$ cat config.mk
export PLATFORM = sky130hd
export DESIGN_NAME = regfile_mp
export DESIGN_NICKNAME = d
export VERILOG_FILES = /design/src/rtl/regfile_mp.sv
export SDC_FILE = /design/constraint.sdc
export NUM_CORES = 2
export LEC_CHECK = 0
export CAP_MARGIN = 30
export CORE_AREA = 2 2 408 410
export DETAILED_ROUTE_END_ITERATION = 12
export DIE_AREA = 0 0 410 412
export PLACE_DENSITY = 0.5
export RECOVER_POWER = 25
export SYNTH_ARGS = -nofsm -noshare
export SYNTH_HDL_FRONTEND = slang
export SYNTH_SLANG_ARGS = --single-unit
$ cat constraint.sdc
create_clock -name clk -period 2.2 [get_ports clk]
set_clock_uncertainty 0.05 [all_clocks]
set_input_delay 0.33 -clock clk [delete_from_list [all_inputs] [get_ports clk]]
set_output_delay 0.33 -clock clk [all_outputs]
set_load 0.05 [all_outputs]
$ cat src/rtl/regfile_mp.sv
// Multi-read-port register file with registered reads, write-first bypass and r0 tied to zero.
// Define REGFILE_SCOREBOARD_EN to add the pending-write scoreboard (iss_en/iss_addr/rd_busy).
module regfile_mp #(
  parameter int DATA_W = 32,
  parameter int ADDR_W = 5,
  parameter int NUM_RD = 2
) (
  input  logic                       clk,
  input  logic                       rst_n,
  input  logic                       we,
  input  logic [ADDR_W-1:0]          wa,
  input  logic [DATA_W-1:0]          wd,
  input  logic [NUM_RD-1:0]          re,
  input  logic [NUM_RD*ADDR_W-1:0]   ra,
  output logic [NUM_RD*DATA_W-1:0]   rd_data,
  output logic [NUM_RD-1:0]          rd_valid
`ifdef REGFILE_SCOREBOARD_EN
  ,
  input  logic                       iss_en,
  input  logic [ADDR_W-1:0]          iss_addr,
  output logic [NUM_RD-1:0]          rd_busy
`endif
);

  localparam int DEPTH = 2**ADDR_W;

  logic [DATA_W-1:0] mem [DEPTH];

  // Entry 0 is never written, so it stays at its reset value of zero.
  always_ff @(posedge clk or negedge rst_n) begin
    if (!rst_n) begin
      for (int k = 0; k < DEPTH; k++) mem[k] <= '0;
    end else if (we && (wa != '0)) begin
      mem[wa] <= wd;
    end
  end

`ifdef REGFILE_SCOREBOARD_EN
  logic [DEPTH-1:0] pending;
  logic [DEPTH-1:0] pending_nxt;

  // Issue is applied after the write clear so a new producer supersedes the old one.
  always_comb begin
    pending_nxt = pending;
    if (we) pending_nxt[wa] = 1'b0;
    if (iss_en && (iss_addr != '0)) pending_nxt[iss_addr] = 1'b1;
    pending_nxt[0] = 1'b0;
  end

  always_ff @(posedge clk or negedge rst_n) begin
    if (!rst_n) pending <= '0;
    else        pending <= pending_nxt;
  end
`endif

  // Handshake: re[i] is a request with no ready (always accepted); rd_valid[i]
  // pulses for exactly one cycle after each accepted request, and rd_data/rd_busy
  // hold their last captured values while re[i] is low.
  for (genvar i = 0; i < NUM_RD; i++) begin : g_rd
    logic [ADDR_W-1:0] ra_i;
    logic              hit;
    logic [DATA_W-1:0] data_q;
    logic              valid_q;

    assign ra_i = ra[i*ADDR_W +: ADDR_W];
    assign hit  = we && (wa == ra_i);

    always_ff @(posedge clk or negedge rst_n) begin
      if (!rst_n) begin
        data_q  <= '0;
        valid_q <= 1'b0;
      end else begin
        valid_q <= re[i];
        if (re[i]) begin
          if (ra_i == '0) data_q <= '0;
          else if (hit)   data_q <= wd;
          else            data_q <= mem[ra_i];
        end
      end
    end

    assign rd_data[i*DATA_W +: DATA_W] = data_q;
    assign rd_valid[i]                 = valid_q;

`ifdef REGFILE_SCOREBOARD_EN
    logic busy_q;

    // Sample the pre-issue pending state; a same-cycle write satisfies the hazard.
    always_ff @(posedge clk or negedge rst_n) begin
      if (!rst_n)     busy_q <= 1'b0;
      else if (re[i]) busy_q <= pending[ra_i] & ~hit;
    end

    assign rd_busy[i] = busy_q;
`endif
  end

endmodule

* Word level (Yosys, flattened, before mapping)
Cells that the tools add are included.
** Storage, ports and cells
- Register bits after elaboration :: 1090
- Input bits :: 52
- Output and inout bits :: 66
- Logic and storage cells :: 65
** Operators by class
- Bitwise gates (word level) :: 3
- Equal/unequal tests :: 2
- Muxes and demuxes :: 13
- $lt $le $gt $ge :: 4
- Reductions and logical operators :: 7
** Operators by type and width (count)
- $bwmux W1024 :: 1
- $bmux W32 S5 :: 2
- $mux W32 :: 9
- $demux W32 S5 :: 1
- $ge A6 B6 Y1 const B :: 3
- $not A5 Y6 :: 3
- $eq A5 B5 Y1 :: 2
- $logic_not A5 Y1 :: 2
- $lt A6 B1 Y1 const B :: 1
- $reduce_bool A5 Y1 :: 1
- $logic_and A1 B1 Y1 :: 4

* Logic depth before layout (Yosys ltp)
- Depth in word-level cells :: 6
- Depth in mapped cells :: 9
- Depth with buffers taken out :: 5

* Worst setup path before layout
No wires, ideal clock.
- Path type :: in2reg
- Start point :: input ra[7]
- End point :: register g_rd[1].data_q[1]
- Data required time :: 2.018 ns
- Setup slack :: -0.064 ns
- Stages on the path :: 8
- Library setup time :: 0.132 ns
- Path buffers :: 4
- Arrival time :: 2.083 ns
- Cells stage by stage :: buf_2 -> buf_2 -> buf_2 -> clkbuf_1 -> mux4_2 -> a22oi_1 -> a21oi_1 -> or3b_1
** Between the ends
- Longest elaborated chain between the ends :: 6
- Elaborated cells on any way between the ends :: 9
- Classes of those cells :: 1 x eq/ne; 5 x mux; 1 x bitwise; 2 x reduce/logical
** RTL lines
- from (decl) :: RTL line 14 : input logic [NUM_RD*ADDR_W-1:0] ra,
- $not A5 Y6 (not written as such) :: RTL line 77 : else data_q <= mem[ra_i];
- $bmux W32 S5 :: RTL line 77
- $mux W32 (not written as such) (2 in series) :: RTL line 77
- $mux W32 :: RTL line 76 : else if (hit) data_q <= wd;
- $mux W32 * :: RTL line 75 : if (ra_i == '0) data_q <= '0;
- to (signal assigned) :: RTL line 76
- to (signal assigned) :: RTL line 77
- to (decl) :: RTL line 62 : logic [DATA_W-1:0] data_q;
Mark *: on every way between the ends. The rest lies on a longest branch, timed or not. The select of a mux whose other input is x is not followed.
A chain may end at the register's enable or synchronous reset.

* Worst setup path in the final report
- Start point :: register g_rd[1].data_q[5]
- End point :: output rd_data[37]
** RTL lines
- to (decl) :: RTL line 15 : output logic [NUM_RD*DATA_W-1:0] rd_data,
No word-level cell between the ends.

==> results_dict.tcl <==
set metrics [dict create \
    status "finished, violations left" \
    violations "max-capacitance violations, max-slew violations" \
    num_rows 149 \
    ios 118 \
    grt_pass1_wl_mm 297 \
    setup_viol 0 \
    port_buffers 117 \
    syn_avg_cell_area_um2 14.3 \
    gr-usage-met3_pct 4.42 \
    grt_util_met2_pct 37.4 \
    antenna_found_initial 5 \
    cts_buffer_depth 3 \
    cpLargestDelayFamily "buffers and inverters" \
    asyncSetResetFlopFracSynth_pct 100 \
    design_area_um2 69800 \
    finalCritPeriodShare_pct 98.1 \
    top_usage_layer "met2" \
    clk_latency_ns 0.78 \
    grt_pass1_vias 40400 \
    period_minus_slack_ns 2.16 \
    total_power_mw 62.0 \
    cts.sinks 1090 \
    grt.total_usage_pct 24.3 \
    dp_hpwl_mm 140 \
    ys_seq_area_share_pct 47.7 \
    dieHeight_um 412 \
    ys.warnings.count 0 \
    relSlewSlack_pct -7.14 \
    synth.largest_area_cell "dfrtp_1" \
    layout-drive-gt1-share_pct 49.0 \
    coreArea_um2 164000 \
    avgRoutedWirePerCell_um 31.0 \
    yosysMostFrequentCell "dfrtp_1" \
    synth-seq-cells 1090 \
    clock-root-buffer "clkbuf_16" \
    syn_area_um2 57200 \
    p_leak_nw 30.5 \
    critPathBufInv 1 \
    cp_slowest_cell "clkdlybuf4s15_1" \
    ant_nets 0 \
    vias_per_cell 5.89 \
    numCtsBuffers 133 \
    grt_max_degree 88 \
    fin_util_pct 42.5 \
    vdd_drop_max_mv 0.887 \
    powerDensity_nw_per_um2 887 \
    die-area_um2 169000 \
    hold_viol 0 \
    synth_edf_count 0 \
    timing.critical_path.slowest_cell_delay_ns 0.55 \
    hold_path_class "in -> async" \
    grt_setup_unrepaired "false" \
    ys.flop_type "dfrtp_1" \
    fmax_mhz 463 \
    synth_area_leaders "dfrtp_1 (48%), mux2_2 (20%), mux4_2 (15%)" \
    finalNetCount 4371 \
    drc 0 \
    arrival_ns 1.78 \
    cts_tree "yes" \
    ys_types 41 \
    post-place-cells 6371 \
    final_cells 6605 \
    cp_max_fo 2 \
    startpoint_type "register" \
    grt-ovfl-total 0 \
    drt-initial-drc-count 3083 \
    cts.clk_slew.worst_paths_ns 0.06 \
    place.gp.congestion 0.839 \
    maxSlewViolCount 45 \
    synth_top_area_share_pct 47.7 \
    synth_fp_nets 4055 \
    netlist_top_cells_count "dfrtp_1 (1090), mux2_2 (992), mux4_2 (384)" \
    worst_pin_slew_ns 1.61 \
    start_util_pct 34.8 \
    syn_inst 4003 \
    end_kind "output pin" \
    synthToLayoutAreaGrowth_pct 22.1 \
    grtUsageMet1_pct 34.9 \
    routed_wl_mm 205 \
    drtPass1Iterations 6 \
    htree_levels 4 \
    via_count 38900 \
    dpl_cell_area_um2 65700 \
    maxCapViolCount 2 \
    setup_ws_ns 0.0408 \
    path_cells "clkdlybuf4s15_1" \
    cts_setup_buffers 0 \
    post-place-ws_ns -0.570 \
    worstPathRequired_ns 1.82 \
    dieWidth_um 410 \
    crit_type "reg -> out" \
]
what timing repair did:
action	in CTS	in global routing
hold buffers	2	0
endpoints found under the hold margin	882	0
gates resized for setup	95	3
endpoints found under the setup margin	61	2
gates cloned	0	0
path summary, 6_finish.rpt:
| kind | cells past startpoint | slack (ns) | to | start |
|---|---|---|---|---|
| worst max-delay path | 1 | 0.04 | rd_data[37] | g_rd[1].data_q[5] |
| worst min-delay path | 3 | 0.18 | mem[172] | rst_n |
| worst max register to register | 5 | 0.26 | g_rd[1].data_q[8] | mem[8] |
| worst min register to register | 0 | 0.34 | mem[1016] | mem[1016] |
| max in group asynchronous | 4 | 0.19 | mem[978] | rst_n |
| min in group clk | 3 | 0.26 | g_rd[1].data_q[3] | wd[3] |
layer usage:
layer / wire length [µm] / share of wire [%] / vias up
met5: 0 / 0 / -
met4: 6010 / 2.9 / 0
met3: 12200 / 5.9 / 332
met2: 92800 / 45 / 1235
li1: - / - / 16300
met1: 93600 / 46 / 21100
worst register-to-register path: stages (launching register included):
cell	delay (ns)
dfrtp_1	0.40
mux4_2	0.51
nand2_1	0.09
nand2_1	0.06
a222oi_1	0.33
or3b_1	0.39
cell usage in the layout (no fill, tap or decap), types with 3 or more instances in the layout:
cell             instances
a2111o_1                32
a21oi_1                128
a221oi_1               128
a222oi_1                32
a22oi_1                128
buf_12                 183
buf_2                    5
buf_4                  318
buf_8                    5
bufinv_16                5
clkbuf_1                41
clkbuf_16              138
clkbuf_2                 8
clkbuf_4                 4
clkbuf_8                29
clkdlybuf4s15_1          7
clkdlybuf4s15_2         11
clkdlybuf4s50_1         40
clkinv_2                15
clkinv_8                 5
clkinvlp_4               4
dfrtp_1               1089
dlygate4sd2_1           41
dlygate4sd3_1            3
inv_6                    3
mux2_2                 992
mux2i_1                256
mux4_2                 384
nand2_1                 99
nand2_2                  8
nand2_4                  7
nand3b_1                 4
nor2_4                  18
nor2b_1                 32
nor2b_4                  3
nor3b_1                  4
o211ai_1                66
o21ai_0                 65
or3b_1                  32
xnor2_1                 10
layout make-up:
class | instances | area, µm²
Sequential cell | 1090 | 27300
Clock inverter | 32 | 374
Multi-Input combinational cell | 2451 | 28200
Fill cell | 14900 | 94400
Clock buffer | 198 | 3970
Tap cell | 2189 | 2740
Inverter | 6 | 30.0
Antenna cell | 2 | 5.00
Timing Repair Buffer | 637 | 7260
sequential cells by signal, indices dropped and copies added (netlist names):
signal / cells
mem: 1024
g_rd.data_q: 64
g_rd.valid_q: 2
per-stage QoR:
stage / setup TNS, ns / hold WS [ns]
2_1_floorplan: -0.424 / -0.0156
3_3_place_gp: -214.93 / 0.193
3_5_place_dp: -231.60 / 0.195
4_1_cts: 0 / 0.166
5_1_grt: 0 / 0.190
6_report: 0 / 0.177
cells by family (layout without fill, tap and decap cells):
group / after synthesis / in the layout / synth area share (%)
multiplexers: 1632 / 1632 / 39.1
flip-flops: 1090 / 1090 / 47.7
AO/OA/AOI/OAI: 584 / 584 / 7.46
buffers and inverters: 462 / 873 / 3.55
AND/OR/NAND/NOR: 225 / 225 / 2.03
XOR/XNOR: 10 / 10 / 0.153
other: 0 / 2 / 0
report_power, final:
| part | leakage [nW] | internal (mW) | switching (mW) |
|---|---|---|---|
| Sequential | 14.0 | 23.9 | 2.85 |
| Clock | 2.13 | 13.1 | 9.03 |
| Combinational | 14.4 | 7.30 | 5.85 |
(Power assumes the default switching activity.)
